### src/rtl/pwm_pkg.sv
// Shared widths and FSM encoding for the sign/magnitude PWM generator.
package pwm_pkg;
   localparam int PERIOD_W = 13;
   localparam int DUTY_W   = PERIOD_W + 1;
   localparam logic [PERIOD_W-1:0] MAG_MAX = '1;

   typedef enum logic [1:0] {
      IDLE = 2'd0,
      RUN  = 2'd1,
      DEAD = 2'd2
   } pwm_state_e;
endpackage

### src/rtl/pwm_mag_conv.sv
// Signed duty command to sign + magnitude; the most negative code saturates to full scale.
module pwm_mag_conv #(
   parameter int PERIOD_W = pwm_pkg::PERIOD_W,
   parameter int DUTY_W   = PERIOD_W + 1
) (
   input  logic [DUTY_W-1:0]   duty_i,
   output logic                sgn_o,
   output logic [PERIOD_W-1:0] mag_o
);
   logic [DUTY_W-1:0] abs_val;

   assign sgn_o   = duty_i[DUTY_W-1];
   assign abs_val = sgn_o ? (~duty_i + 1'b1) : duty_i;
   // Only -2^PERIOD_W still has the top bit set after negation.
   assign mag_o   = abs_val[DUTY_W-1] ? '1 : abs_val[PERIOD_W-1:0];
endmodule

### src/rtl/pwm_gen.sv
// Dual-channel sign/magnitude PWM: fixed 2^PERIOD_W period, shadowed duty applied at period
// boundaries, one all-low dead period inserted on direction reversal.
module pwm_gen #(
   parameter int PERIOD_W = pwm_pkg::PERIOD_W,
   parameter int DUTY_W   = PERIOD_W + 1
) (
   input  logic              clk,
   input  logic              rst,
   input  logic              en,
   input  logic [DUTY_W-1:0] duty,
   input  logic              duty_wr,
   output logic              CH_A,
   output logic              CH_B,
   output logic              prd_start,
   output logic              duty_pend
);
   import pwm_pkg::*;

   localparam logic [PERIOD_W-1:0] CNT_LAST = '1;

   pwm_state_e          state_q, state_d;
   logic [PERIOD_W-1:0] cnt_q, cnt_d;
   logic [PERIOD_W-1:0] mag_q, mag_d;
   logic                sgn_q, sgn_d;
   logic [DUTY_W-1:0]   shadow_q, shadow_d;
   logic                pend_q, pend_d;
   logic                last_sgn_q, last_sgn_d;
   logic                last_nz_q, last_nz_d;
   logic                ch_a_q, ch_a_d;
   logic                ch_b_q, ch_b_d;
   logic                prd_q, prd_d;
   logic                load;

   logic                in_sgn, sh_sgn;
   logic [PERIOD_W-1:0] in_mag, sh_mag;

   pwm_mag_conv #(.PERIOD_W(PERIOD_W), .DUTY_W(DUTY_W)) u_conv_in (
      .duty_i (duty),
      .sgn_o  (in_sgn),
      .mag_o  (in_mag)
   );

   pwm_mag_conv #(.PERIOD_W(PERIOD_W), .DUTY_W(DUTY_W)) u_conv_sh (
      .duty_i (shadow_q),
      .sgn_o  (sh_sgn),
      .mag_o  (sh_mag)
   );

   always_comb begin
      state_d    = state_q;
      cnt_d      = cnt_q;
      mag_d      = mag_q;
      sgn_d      = sgn_q;
      shadow_d   = shadow_q;
      pend_d     = pend_q;
      last_sgn_d = last_sgn_q;
      last_nz_d  = last_nz_q;
      load       = 1'b0;

      if (duty_wr) begin
         shadow_d = duty;
         pend_d   = 1'b1;
      end

      if (!en) begin
         state_d = IDLE;
         cnt_d   = '0;
      end else begin
         case (state_q)
            IDLE: begin
               cnt_d = '0;
               load  = 1'b1;
               if (pend_q) begin
                  mag_d  = sh_mag;
                  sgn_d  = sh_sgn;
                  pend_d = duty_wr;
               end
            end
            RUN: begin
               cnt_d = cnt_q + 1'b1;
               if (cnt_q == CNT_LAST) begin
                  load   = 1'b1;
                  pend_d = 1'b0;
                  if (duty_wr) begin
                     mag_d = in_mag;
                     sgn_d = in_sgn;
                  end else if (pend_q) begin
                     mag_d = sh_mag;
                     sgn_d = sh_sgn;
                  end
               end
            end
            DEAD: begin
               cnt_d = cnt_q + 1'b1;
               if (cnt_q == CNT_LAST)
                  state_d = RUN;
            end
            default: begin
               state_d = IDLE;
               cnt_d   = '0;
            end
         endcase

         // A zero command clears the direction history: the line has already idled.
         if (load) begin
            state_d   = ((mag_d != '0) && last_nz_q && (sgn_d != last_sgn_q)) ? DEAD : RUN;
            last_nz_d = (mag_d != '0);
            if (mag_d != '0)
               last_sgn_d = sgn_d;
         end
      end

      ch_a_d = (state_d == RUN) & ~sgn_d & (cnt_d < mag_d);
      ch_b_d = (state_d == RUN) &  sgn_d & (cnt_d < mag_d);
      prd_d  = (state_d != IDLE) & (cnt_d == '0);
   end

   always_ff @(posedge clk or posedge rst) begin
      if (rst) begin
         state_q    <= IDLE;
         cnt_q      <= '0;
         mag_q      <= '0;
         sgn_q      <= 1'b0;
         shadow_q   <= '0;
         pend_q     <= 1'b0;
         last_sgn_q <= 1'b0;
         last_nz_q  <= 1'b0;
         ch_a_q     <= 1'b0;
         ch_b_q     <= 1'b0;
         prd_q      <= 1'b0;
      end else begin
         state_q    <= state_d;
         cnt_q      <= cnt_d;
         mag_q      <= mag_d;
         sgn_q      <= sgn_d;
         shadow_q   <= shadow_d;
         pend_q     <= pend_d;
         last_sgn_q <= last_sgn_d;
         last_nz_q  <= last_nz_d;
         ch_a_q     <= ch_a_d;
         ch_b_q     <= ch_b_d;
         prd_q      <= prd_d;
      end
   end

   assign CH_A      = ch_a_q;
   assign CH_B      = ch_b_q;
   assign prd_start = prd_q;
   assign duty_pend = pend_q;
endmodule
### config.mk
export PLATFORM = sky130hd
export DESIGN_NAME = pwm_gen
export DESIGN_NICKNAME = d
export VERILOG_FILES = /design/src/rtl/pwm_pkg.sv /design/src/rtl/pwm_mag_conv.sv /design/src/rtl/pwm_gen.sv
export SDC_FILE = /design/constraint.sdc
export NUM_CORES = 1
export LEC_CHECK = 0
export ABC_AREA = 1
export CAP_MARGIN = 20
export CORE_ASPECT_RATIO = 0.7
export CORE_UTILIZATION = 50
export CTS_CLUSTER_DIAMETER = 50
export DETAILED_ROUTE_END_ITERATION = 12
export PLACE_DENSITY = 0.68
export SYNTH_ARGS = -nofsm -noshare
export SYNTH_HDL_FRONTEND = slang
export SYNTH_HIERARCHICAL = 1
export SYNTH_SLANG_ARGS = --single-unit
### constraint.sdc
create_clock -name clk -period 3.5 [get_ports clk]
set_input_delay 0.525 -clock clk [delete_from_list [all_inputs] [get_ports clk]]
set_output_delay 0.525 -clock clk [all_outputs]
set_load 0.005 [all_outputs]
### Word level (Yosys, flattened, before mapping)

Cells that the tools add are included.

* magnitude comparators: 1
* reduce and logical (&&, ||, !) cells: 10
* add/sub/neg operators: 3
* bitwise gates (word level): 8
* multiplexer cells: 31
* equality and inequality tests: 5

Operators by type and width (number)
* $mux 13: 9
* $add 14x1->14 const B: 2
* $mux 14: 2
* $not 14->14: 2
* $pmux 13 s2: 1
* $add 13x1->13 const B: 1
* $eq 13x13->1 const B: 1
* $logic_not 13->1: 1
* $lt 13x13->1: 1
* $reduce_bool 13->1: 1
* $mux 1: 11
* $mux 2: 4
* $pmux 1 s2: 3
* $and 1x1->1: 5
* $eq 2x1->1 const B: 2
* $pmux 2 s2: 1
* $reduce_or 2->1: 2
* $reduce_and 3->1: 1
* $eq 2x2->1 const B: 1
* $logic_and 1x1->1: 2
* $logic_not 2->1: 1
* $reduce_and 2->1: 1
* $reduce_bool 2->1: 1
* $ne 1x1->1: 1
* $not 1->1: 1

* bits in registers: 49
* output and inout port bits: 4
* input port bits: 18
* word-level logic and storage cells: 69

### Longest topological paths before layout

* word-level depth: 18
* depth in mapped cells: 23

### By module

The synthesis kept the hierarchy.

Modules (own cells, without submodules)
* pwm_gen: cells each 453, area an instance 3228.1 µm², times used 1
* pwm_mag_conv: cells each 84, area an instance 462.9 µm², times used 2

### Least setup slack after synthesis

No wires, ideal clock.

* kind: register to register
* from: register shadow_q[0]
* to: register ch_a_q (netlist: CH_A)
* data arrival time: 2.652 ns
* cell stages (with the launch flop): 22
* library setup time: 0.072 ns
* path buffers: 0
* data required time: 3.428 ns
* slack: 0.776 ns
* cells stage by stage: dfrtp_1 inv_1 ha_1 nand2_1 nor2_1 nor2_1 xor2_1 nand2_1 nand2_1 nand2_1 mux2i_1 nand2_1 nand3_1 nand2_1 o21ai_0 ha_1 a21oi_1 nor2_1 a211oi_1 o221a_2 nand3_1 nor2_1

* longest elaborated chain between the ends: 18

Ends and longest elaborated chain
* start, declared: RTL line pwm_gen.sv:25 `logic [DUTY_W-1:0] shadow_q, shadow_d;`
* start signal, assigned: RTL line pwm_gen.sv:136 `shadow_q <= shadow_d;`
* $not 14->14 (*): RTL line pwm_mag_conv.sv:13 `assign abs_val = sgn_o ? (~duty_i + 1'b1) : duty_i;`
* $add 14x1->14 (*): RTL line pwm_mag_conv.sv:13
* $mux 14 (*): RTL line pwm_mag_conv.sv:13
* $mux 13 (*): RTL line pwm_mag_conv.sv:15 `assign mag_o = abs_val[DUTY_W-1] ? '1 : abs_val[PERIOD_W-1:0];`
* via sh_mag[6]: RTL line pwm_gen.sv:35 `logic [PERIOD_W-1:0] in_mag, sh_mag;`
* $mux 13 (*): RTL line pwm_gen.sv:73, pwm_gen.sv:87
* $mux 13: RTL line pwm_gen.sv:84 `if (duty_wr) begin`
* $mux 13: RTL line pwm_gen.sv:81 `if (cnt_q == CNT_LAST) begin`
* [... 3 more ...]
* $logic_and 1x1->1 (2 in series): RTL line pwm_gen.sv:106 `state_d = ((mag_d != '0) && last_nz_q && (sgn_d != last_sgn_q)) ? DEAD : RUN;`
* $mux 2: RTL line pwm_gen.sv:106
* $mux 2: RTL line pwm_gen.sv:105 `if (load) begin`
* $mux 2: RTL line pwm_gen.sv:65 `if (!en) begin`
* $eq 2x1->1: RTL line pwm_gen.sv:113 `ch_a_d = (state_d == RUN) & ~sgn_d & (cnt_d < mag_d);`
* $and 1x1->1: RTL line pwm_gen.sv:113
* $and 1x1->1 (*): RTL line pwm_gen.sv:113
* via ch_a_d: RTL line pwm_gen.sv:29 `logic ch_a_q, ch_a_d;`
* end signal, assigned: RTL line pwm_gen.sv:140 `ch_a_q <= ch_a_d;`
* end, declared: RTL line pwm_gen.sv:29

The timed path passes the listed nets; every way through them passes the cells marked *. The select of a mux whose other input is x is not followed.
A chain may end at the register's enable or synchronous reset.

### Worst setup path after layout

* from: input port duty[2]
* to: register ch_a_q (netlist: CH_A)

* longest elaborated chain between the ends: 17

Ends and longest elaborated chain
* start, declared: RTL line pwm_gen.sv:10 `input logic [DUTY_W-1:0] duty,`
* $not 14->14: RTL line pwm_mag_conv.sv:13
* $add 14x1->14: RTL line pwm_mag_conv.sv:13
* $mux 14 (*): RTL line pwm_mag_conv.sv:13
* $mux 13 (*): RTL line pwm_mag_conv.sv:15
* via in_mag[2]: RTL line pwm_gen.sv:35
* $mux 13 (*): RTL line pwm_gen.sv:84
* $mux 13 (*): RTL line pwm_gen.sv:81
* $pmux 13 s2 (*): RTL line pwm_gen.sv:69 `case (state_q)`
* [... 2 more ...]
* $logic_and 1x1->1 (2 in series): RTL line pwm_gen.sv:106
* $mux 2: RTL line pwm_gen.sv:106
* $mux 2: RTL line pwm_gen.sv:105
* $mux 2: RTL line pwm_gen.sv:65
* $eq 2x1->1: RTL line pwm_gen.sv:113
* $and 1x1->1: RTL line pwm_gen.sv:113
* $and 1x1->1 (*): RTL line pwm_gen.sv:113
* via ch_a_d: RTL line pwm_gen.sv:29

Marks and branches as above.

==> results_dict.tcl <==
set metrics [dict create \
    status "finished, violations left" \
    violations "design-rule violations" \
    synth_top_family_by_area "simple AND/OR/NAND/NOR gates" \
    synth_adder_area_share 0.0572 \
    drt_iter0_drc 336 \
    nets 695 \
    synth-seq-cells 49 \
    cts.reportedPaths.clkPinSlew_ns 0.07 \
    grt_overflow 0 \
    drive_gt1_frac 0.140 \
    gp_congestion 0.936 \
    dieArea_sq_um 8680 \
    yosysWarnings 6 \
    port-buffer-count 21 \
    grt_pass1_vias 3780 \
    syn_nets 658 \
    p_clk_frac 0.182 \
    cts_buffers 5 \
    rr_endpoint "CH_A$_DFF_PP0_" \
    top_level_ports 22 \
    leakagePower_nw 2.58 \
    hp-class "flop to flop" \
    crit_family "simple AND/OR/NAND/NOR gates" \
    synth_compound_area_frac 0.103 \
    drc 2 \
    num_antenna_cells 0 \
    via_count 4146 \
    hold_viol 0 \
    pwr-share-seq 0.300 \
    cts_tree "yes" \
    skew_ns 0.00500 \
    viasPerCell 5.46 \
    final_util 0.597 \
    min_period_ns 3.18 \
    slowest_stage "clkdlybuf4s50_1" \
    criticalPathCategory "input pin to flop" \
    synthMuxAreaShare 0.0193 \
    ys_types 43 \
    critPathBufInv 2 \
    p_comb_frac 0.518 \
    cts_buffer_depth 2 \
    drtAntennaViolNets 0 \
    start_kind "input pin" \
    routed_wl_microns 10900 \
    h-tree-depth 2 \
    cp_common_cell "nand2_1" \
    worst_pin_slew_ns 0.630 \
    dp.cells 752 \
    setup-violations-final 0 \
    grt_max_degree 26 \
    p_switching_mw 1.25 \
    power_density_nw_per_um2 590 \
    arrival_ns 3.41 \
    core_sq_um 7970 \
    vdd_drop_max_mv 0.365 \
    max_slew_margin 0.580 \
    drv_cap 0 \
    slew_viol_final 0 \
    path_cells "clkdlybuf4s50_1, nor3_4, nand2_2, nor2_2, nand2_2, nand2_2, nand2_1, inv_1, a21oi_1, nand2_1, nand3_1, nand2_1, o21ai_1, ha_1, a21oi_1, nor2_1, a211oi_1, o21ai_1, nand2_1, nand3_1, nor2_1" \
    synth_xor_area_frac 0.0211 \
    reg2reg_slack_ns 0.37 \
    power_mw 2.81 \
    rr_startpoint "shadow_q[4]$_DFFE_PP0P_" \
    power.internal_mw 1.56 \
    die_w_microns 111 \
    root_buffer "clkbuf_16" \
    postCtsHoldBufs 0 \
    worst_setup_path_end_kind "flop" \
    avgRoutedWirePerCell_microns 14.3 \
    die_h_microns 78.3 \
    synth-simple-area-share 0.400 \
    post-cts-setup-buffers 0 \
    hp-start "shadow_q[3]$_DFFE_PP0P_" \
    holdPathEnd "shadow_q[3]$_DFFE_PP0P_" \
    switching_share 0.445 \
    cp.required_ns 3.73 \
    stdcell_count 760 \
    rows 27 \
    rsz0062_at_grt "false" \
    syn_avg_cell_area_sq_um 6.69 \
    start_util 0.521 \
    finalSetupTns_ns 0 \
    antenna_found_initial 0 \
    reg2reg_depth 22 \
    syn_inst 621 \
    worstPathMaxFanout 9 \
    slowest_delay_ns 0.54 \
    firstDrtPassIters 9 \
    yosysSeqAreaShare 0.295 \
    dpl-instance-area_sq_um 4600 \
    max_freq_mhz 314 \
    dp_hpwl_microns 8510 \
    grt_pass1_wl_microns 18400 \
    postLayoutCellArea_sq_um 4760 \
    min_path_cells 2 \
    track_usage 0.268 \
    clkLatencyLatePin_ns 0.29 \
    cts.sinks 49 \
    area_growth_pct 14.5 \
    fin_crit_sh 0.910 \
    synthesis.area_sq_um 4150 \
]
## how the worst max path moves through the flow
| stage | start | to | slack [ns] | cells after the start |
|---|---|---|---|---|
| 2_1_floorplan | shadow_q[0]$_DFFE_PP0P_ | CH_A$_DFF_PP0_ | 0.78 | 21 |
| 3_5_place_dp | duty[0] | CH_A$_DFF_PP0_ | -0.07 | 21 |
| 3_3_place_gp | duty[5] | CH_A$_DFF_PP0_ | 0.001 | 22 |
| 6_report | duty[2] | CH_A$_DFF_PP0_ | 0.32 | 21 |
| 5_1_grt | shadow_q[0]$_DFFE_PP0P_ | CH_A$_DFF_PP0_ | 0.04 | 21 |
| 4_1_cts | duty[0] | CH_A$_DFF_PP0_ | 0.21 | 21 |
## cell usage in the layout (no fill, tap or decap), drive strengths merged, types with 3 or more instances in the layout
| cell | instances |
|---|---|
| nand2 | 242 |
| inv | 79 |
| nor2 | 50 |
| dfrtp | 49 |
| nand3 | 47 |
| buf | 33 |
| o21ai | 25 |
| clkdlybuf4s50 | 21 |
| ha | 19 |
| a21oi | 16 |
| a22oi | 12 |
| nand4 | 9 |
| mux2i | 8 |
| xor2 | 8 |
| clkbuf | 6 |
| nor3 | 6 |
| nor4 | 4 |
| a21boi | 3 |
| o211ai | 3 |
| a211oi | 3 |
## through the flow
stage / hold slack, ns / setup slack, ns
after detailed placement: 0.496 / -0.0654
final: 0.514 / 0.316
after floorplan: 0.464 / 0.776
after global placement: 0.480 / 0.00129
after global routing: 0.534 / 0.0406
after CTS: 0.513 / 0.211
## synthesized netlist by cell type, drive strengths merged
cell / n / area, sq um
o211ai: 3 / 22.5
nor3: 6 / 52.6
or2: 1 / 6.26
o21ai: 25 / 125
a22oi: 12 / 90.1
a31oi: 2 / 12.5
nand3: 47 / 275
nor2: 50 / 229
nand4: 9 / 56.3
a21boi: 3 / 22.5
buf: 15 / 101
nor4: 4 / 55.1
inv: 79 / 297
nand2: 242 / 966
xnor2: 2 / 17.5
xor2: 8 / 70.1
a21oi: 16 / 83.8
o221a: 1 / 11.3
o31ai: 2 / 15.0
clkbuf: 9 / 33.8
a211oi: 3 / 22.5
dfrtp: 49 / 1230
o21bai: 1 / 7.51
nor3b: 1 / 7.51
mux2i: 8 / 80.1
o21a: 2 / 15.0
nand3b: 2 / 15.0
ha: 19 / 238
## what timing repair did
action,CTS,global route
hold endpoints to repair,0,0
endpoints found under the setup margin,0,2
resized for setup,0,5
## worst register-to-register path, delay by kind of cell (launching register included)
| kind | cells | cell delay [ns] |
|---|---|---|
| flops | 1 | 0.46 |
| fa+ha+maj | 1 | 0.31 |
| simple gates | 15 | 1.60 |
| compound gates | 5 | 0.64 |
| buf+inv | 1 | 0.08 |
## per-layer routing
metal | share of wire | GRT usage
met1 | 0.51 | 0.399
met2 | 0.42 | 0.409
met3 | 0.063 | 0.0448
met4 | 0.0036 | 0.0452
met5 | 0 | 0
## flip-flops by register name, summed over array words and instances, names as in the netlist
signal	cells
prd_start	1
state_q	2
CH_B	1
shadow_q	14
cnt_q	13
last_nz_q	1
mag_q	13
duty_pend	1
CH_A	1
last_sgn_q	1
sgn_q	1
## final cells by class
class	instances	area [sq um]
fill	766	3220
inverter	79	297
clock inverter	2	13.8
clock buffer	6	139
tap	101	126
multi-input combinational	469	2500
timing repair buffer	54	458
sequential	49	1230
## power groups by stage
stage / clock [mW] / combinational [mW] / sequential (mW)
finish: 0.512 / 1.45 / 0.843
global route: 0.544 / 1.66 / 0.859
CTS: 0.522 / 1.42 / 0.841
detailed placement: 0 / 1.41 / 0.853
global placement: 0 / 1.38 / 0.845
floorplan: 0 / 1.02 / 0.795
## kinds of logic (layout without fill, tap and decap cells)
group / Yosys count / in the layout
compound gates: 70 / 70
xor+xnor: 10 / 10
simple gates: 362 / 362
buf+inv: 103 / 141
mux: 8 / 8
flops: 49 / 49
fa+ha+maj: 19 / 19
Power figures use the tool's default switching activity.
